File: config.mk
export PLATFORM = sky130hd
export DESIGN_NAME = btb_update_queue
export DESIGN_NICKNAME = d
export VERILOG_FILES = /design/src/rtl/btb_pkg.sv /design/src/rtl/btb_update_queue.sv
export SDC_FILE = /design/constraint.sdc
export NUM_CORES = 1
export LEC_CHECK = 0
export BUFFER_PORTS_ARGS = -buffer_cell sky130_fd_sc_hd__clkbuf_2
export CAP_MARGIN = 30
export CORE_MARGIN = 3
export CORE_UTILIZATION = 24
export DETAILED_ROUTE_END_ITERATION = 12
export GPL_ROUTABILITY_DRIVEN = 0
export PLACE_DENSITY = 0.51
export SLEW_MARGIN = 20
export SYNTH_ARGS = -nofsm -noshare
export SYNTH_HDL_FRONTEND = slang
export SYNTH_SLANG_ARGS = --single-unit
File: constraint.sdc
create_clock -name clk -period 10.4 [get_ports clk]
set_input_delay 1.04 -clock clk [delete_from_list [all_inputs] [get_ports clk]]
set_output_delay 1.04 -clock clk [all_outputs]
set_load 0.005 [all_outputs]
File: src/rtl/btb_pkg.sv
// Types shared by the branch target buffer and its write-side update queue.
package btb_pkg;

  localparam int PC_W  = 29;
  localparam int TGT_W = 30;

  typedef enum logic [1:0] {
    BT_NONE = 2'b00,
    BT_COND = 2'b01,
    BT_JUMP = 2'b10,
    BT_RET  = 2'b11
  } btype_t;

  typedef struct packed {
    logic [PC_W-1:0]  PC;
    logic [TGT_W-1:0] target;
    btype_t           btype;
  } btb_update_t;

endpackage

File: src/rtl/btb_update_queue.sv
// Filters resolved branches down to BTB mispredicts, queues them with same-PC
// tail coalescing, and drains one entry per cycle into the BTB load port.
module btb_update_queue
  import btb_pkg::*;
#(
  parameter int DEPTH = 4
) (
  input  logic                     clk,
  input  logic                     rst,
  input  logic                     res_valid,
  output logic                     res_ready,
  input  logic [PC_W-1:0]          res_PC,
  input  logic [TGT_W-1:0]         res_target,
  input  logic [1:0]               res_btype,
  input  logic                     res_taken,
  input  logic                     res_pred_hit,
  input  logic [TGT_W-1:0]         res_pred_target,
  input  logic                     btb_stall,
  output logic [PC_W-1:0]          new_PC,
  output logic [TGT_W-1:0]         new_target,
  output logic [1:0]               new_btype,
  output logic                     load,
  output logic [$clog2(DEPTH):0]   occupancy
);

  localparam int PTR_W = $clog2(DEPTH);
  localparam int OCC_W = PTR_W + 1;

  // Handshake: a branch is taken on any rising edge with res_valid && res_ready;
  // res_ready depends only on occupancy, never on the res_* payload.

  btb_update_t      mem [DEPTH];
  logic [PTR_W-1:0] head_ptr;
  logic [PTR_W-1:0] tail_ptr;
  logic [PTR_W-1:0] tail_last;
  logic [OCC_W-1:0] occ;

  logic        full;
  logic        accept;
  logic        need_update;
  logic        tail_match;
  logic        coalesce;
  logic        push;
  logic        pop;
  btb_update_t head;
  btb_update_t incoming;

  assign full        = (occ == OCC_W'(DEPTH));
  assign res_ready   = !full;
  assign occupancy   = occ;

  assign accept      = res_valid && res_ready;
  assign need_update = res_taken && (!res_pred_hit || (res_pred_target != res_target));
  assign tail_last   = tail_ptr - PTR_W'(1);
  assign tail_match  = (occ != '0) && (mem[tail_last].PC == res_PC);

  assign pop         = (occ != '0) && !btb_stall;
  // A lone entry leaving this cycle cannot absorb the update; it becomes a new entry.
  assign coalesce    = accept && need_update && tail_match &&
                       !((occ == OCC_W'(1)) && pop);
  assign push        = accept && need_update && !coalesce;

  assign incoming.PC     = res_PC;
  assign incoming.target = res_target;
  assign incoming.btype  = btype_t'(res_btype);

  assign head       = mem[head_ptr];
  assign load       = pop;
  assign new_PC     = (occ != '0) ? head.PC     : '0;
  assign new_target = (occ != '0) ? head.target : '0;
  assign new_btype  = (occ != '0) ? head.btype  : BT_NONE;

  always_ff @(posedge clk) begin
    if (push) begin
      mem[tail_ptr] <= incoming;
    end else if (coalesce) begin
      mem[tail_last].target <= incoming.target;
      mem[tail_last].btype  <= incoming.btype;
    end
  end

  always_ff @(posedge clk or negedge rst) begin
    if (!rst) begin
      head_ptr <= '0;
      tail_ptr <= '0;
      occ      <= '0;
    end else begin
      if (push) tail_ptr <= tail_ptr + PTR_W'(1);
      if (pop)  head_ptr <= head_ptr + PTR_W'(1);
      case ({push, pop})
        2'b10:   occ <= occ + OCC_W'(1);
        2'b01:   occ <= occ - OCC_W'(1);
        default: occ <= occ;
      endcase
    end
  end

endmodule

==> flow_summary.rst <==
.. list-table::
   :header-rows: 1

   * - Metric
     - Value
   * - Area contributors post-synth
     - sky130_fd_sc_hd__edfxtp_1, sky130_fd_sc_hd__mux4_2, sky130_fd_sc_hd__xnor2_1, sky130_fd_sc_hd__nor2b_1, sky130_fd_sc_hd__dfrtp_1
   * - Avg WL per Cell
     - 20.33 µm
   * - Leakage power total
     - 4.622 nW
   * - Hold bufs inserted after CTS
     - 0
   * - Worst-case vdd ir drop
     - 0.1385 mV
   * - Clock network latency to the later pin of the worst-skew pair
     - 540 ps
   * - Worst max-slew margin expressed relative to the limit
     - 40.39%
   * - Die area
     - 49090 µm²
   * - Arrival time at the worst endpoint
     - between 4000 and 5000 ps
   * - Post-layout net count
     - 855
   * - Total Routing Usage GR
     - 11.23%
   * - Buffers inserted by post-CTS timing repair
     - 0
   * - Initial antenna violation count
     - 1
   * - Number of ports placed on the die boundary
     - 163
   * - Cell area power density
     - 261.0 nW/µm²
   * - Maximum clock frequency
     - 0.2316 GHz
   * - H-Tree Depth
     - 1
   * - Startpoint class of the critical path
     - register
   * - Die extent in x
     - 221.6 µm
   * - Fin crit share
     - 41.52%
   * - Final Routed Wirelength
     - 27890 µm
   * - Max Transition Viols Final
     - 0
   * - Outcome
     - completed
   * - Clock tree from TritonCTS
     - done
   * - Number of fill cells
     - 4569
   * - Maximum net fanout on the critical path
     - 38
   * - Proportion of layout cells with a drive suffix above 1
     - 39.64%
   * - Warning count from the yosys run
     - 0
   * - Setup repair after global routing missed its margin
     - no
   * - Number of cell rows
     - 78
   * - Number of library cell types mapped by synthesis
     - 43
   * - Post-route DRC
     - 0
   * - Cell at the root of the clock tree
     - sky130_fd_sc_hd__clkbuf_16
   * - Resized Gates After CTS
     - 0
   * - Yosys top cell by area
     - sky130_fd_sc_hd__edfxtp_1
   * - Number of synthesized register bits
     - 251
   * - Post-Synthesis Cells
     - between 500 and 600
   * - Number of cells on the worst reg-to-reg path
     - 8
   * - Post-route minimum period
     - approximately 4300 ps
   * - 1st-iter DRT viols
     - 364
   * - Clock tree buffer depth
     - 3
   * - HPWL Detailed
     - ~18000 µm
   * - Max-cap violations
     - 0
   * - Largest net degree at the start of global routing
     - between 40 and 50
   * - Vias in the first global route
     - ~6400
   * - First-pass DRT Iterations
     - 4
   * - Layout Area Growth over Synthesis
     - 22.54%
   * - Total CTS buffers
     - 28
   * - Sinks on the clock net
     - ~250
   * - Primary FF master, synth
     - sky130_fd_sc_hd__edfxtp_1
   * - Area share of the largest cell type after synthesis
     - 65.70%
   * - Setup-failing EPs final
     - 0
   * - Mean number of vias per cell
     - 4.391
   * - Worst setup path category
     - reg2reg
   * - Sequential element share of the synthesized area
     - 67.27%
   * - Area of the core region
     - roughly 46000 µm²
   * - Global-route wire length before repair
     - 42160 µm
   * - Number of flops mapped to enable cells by yosys
     - 244
   * - Hold Violations, Final
     - 0
   * - Antenna fix cells
     - 0
   * - Clk slew on worst S/H paths
     - 60 ps
   * - Total via count in the routed design
     - roughly 6000
   * - Hold WC Path Type
     - in2async
   * - Average cell area after synthesis
     - 19.26 µm²
   * - Total global routing overflow
     - 0
   * - Endpoint kind of the worst setup timing path
     - register
   * - Total standard cell area after synthesis
     - 11150 µm²
   * - Transition time at the pin with the least slew margin
     - 894.1 ps
   * - Final Power
     - 3.567 mW
   * - FFs w/ async S/R, synth
     - approximately 2.8%
   * - Port Buffers
     - approximately 160
   * - Synth Net Count
     - between 600 and 700
   * - Sum Neg Setup Slack
     - 0 ps
   * - Starting utilization of the core area
     - 24.42%
   * - Antenna Violating Nets Remaining
     - 0
   * - Clock Skews
     - 13.74 ps
   * - Critical path required time
     - 10560 ps
   * - DIE HEIGHT
     - 221.6 µm
[cell type report]
cell class	instances	area, µm²	area share [%]
clock buffers	36	752.0	5.503
flip-flops and latches	251	7511	54.96
repair buffers	174	953.4	6.977
well taps	600	750.7	5.494
inverters	3	11.26	0.08240
multi-input cells	295	3547	25.96
clock inverters	13	140.1	1.025
[metal layers]
metal  vias to the layer above  track usage [%]  part of all wire [%]
met2                       184            18.13                    47
met3                        36            2.582                   5.6
li1                       2694                -                     -
met1                      3108            15.69                    46
met5                         -                0                 0.047
met4                         2            2.023                   1.6
[critical path: stages, from the launching register on]
cell	delay (ps)
sky130_fd_sc_hd__dfrtp_2	530
sky130_fd_sc_hd__buf_4	600
sky130_fd_sc_hd__mux4_1	650
sky130_fd_sc_hd__xnor2_1	160
sky130_fd_sc_hd__o2111ai_1	190
sky130_fd_sc_hd__a2111oi_4	360
sky130_fd_sc_hd__nand4_2	330
sky130_fd_sc_hd__xor2_1	250
sky130_fd_sc_hd__and3b_2	810
[registers in the layout (all words and copies together), names as in the netlist]
register / count
mem: 244
head_ptr: 2
tail_ptr: 2
occupancy: 3
[per-stage QoR]
step	area, µm²	util, %	hold WS, ps	setup slack (ps)	instances
6_report	13670	29.92	340.2	6082	1372
2_1_floorplan	11150	-	514.5	5909	579
3_5_place_dp	12750	27.92	545.1	5932	1322
3_3_place_gp	12700	27.80	534.4	6007	1320
4_1_cts	13650	29.88	312.6	5939	1371
5_1_grt	13670	29.92	327.2	5705	1372
[cells by family (layout without fill, tap and decap cells)]
family	after synthesis	after routing	synth area share, %
AO/OA/AOI/OAI	19	19	1.358
XOR/XNOR	63	63	4.948
adder cells (fa/ha/maj)	5	5	0.5610
buffers and inverters	33	226	1.458
flip-flops	251	251	67.27
multiplexers	101	101	18.59
AND/OR/NAND/NOR	107	107	5.812
[worst paths after layout]
path | end | slack (ps) | startpoint
max in group asynchronous | head_ptr[0] | 9860 | rst
worst min register to register | occupancy[1] | 550 | occupancy[1]
min in group clk | occupancy[1] | 550 | occupancy[1]
worst min-delay path | head_ptr[1] | 340 | rst
worst max-delay path | mem[0][20] | 6080 | tail_ptr[1]
worst max register to register | mem[0][20] | 6080 | tail_ptr[1]
[power by group]
group | switching [mW] | internal, mW | total [mW]
clock | 0.382 | 0.580 | 0.962
combinational | 0.626 | 0.634 | 1.26
sequential | 0.106 | 1.24 | 1.34
[placed cells by master, fill, tap and decap left out, types with 3 or more instances in the layout]
cell / instances
sky130_fd_sc_hd__mux2i_1: 17
sky130_fd_sc_hd__clkbuf_1: 7
sky130_fd_sc_hd__mux4_1: 6
sky130_fd_sc_hd__nor2b_1: 61
sky130_fd_sc_hd__buf_4: 9
sky130_fd_sc_hd__a21oi_1: 4
sky130_fd_sc_hd__edfxtp_1: 244
sky130_fd_sc_hd__xor2_1: 13
sky130_fd_sc_hd__nand3_1: 5
sky130_fd_sc_hd__nand2_1: 7
sky130_fd_sc_hd__nor2_1: 5
sky130_fd_sc_hd__nand4_1: 9
sky130_fd_sc_hd__xnor2_1: 50
sky130_fd_sc_hd__ha_1: 5
sky130_fd_sc_hd__clkinv_1: 5
sky130_fd_sc_hd__inv_1: 3
sky130_fd_sc_hd__clkinv_2: 3
sky130_fd_sc_hd__mux4_2: 77
sky130_fd_sc_hd__nor4_1: 4
sky130_fd_sc_hd__clkbuf_16: 29
sky130_fd_sc_hd__clkbuf_2: 162
sky130_fd_sc_hd__o2bb2ai_1: 3
sky130_fd_sc_hd__dfrtp_1: 4
sky130_fd_sc_hd__bufinv_16: 3
[cells in the mapped netlist, drive strengths merged, types with 2 or more instances]
cell	instances
nand4	10
xnor2	50
o22ai	4
a21oi	4
inv	3
ha	5
o21ai	2
nor2b	63
mux4	83
edfxtp	244
nand2b	2
buf	10
dfrtp	7
nand3	5
xor2	13
nor4	4
mux2i	17
clkbuf	20
or4	2
nor2	7
o2bb2ai	3
nand2	8
Note: power is estimated with default switching activity, not from simulation.
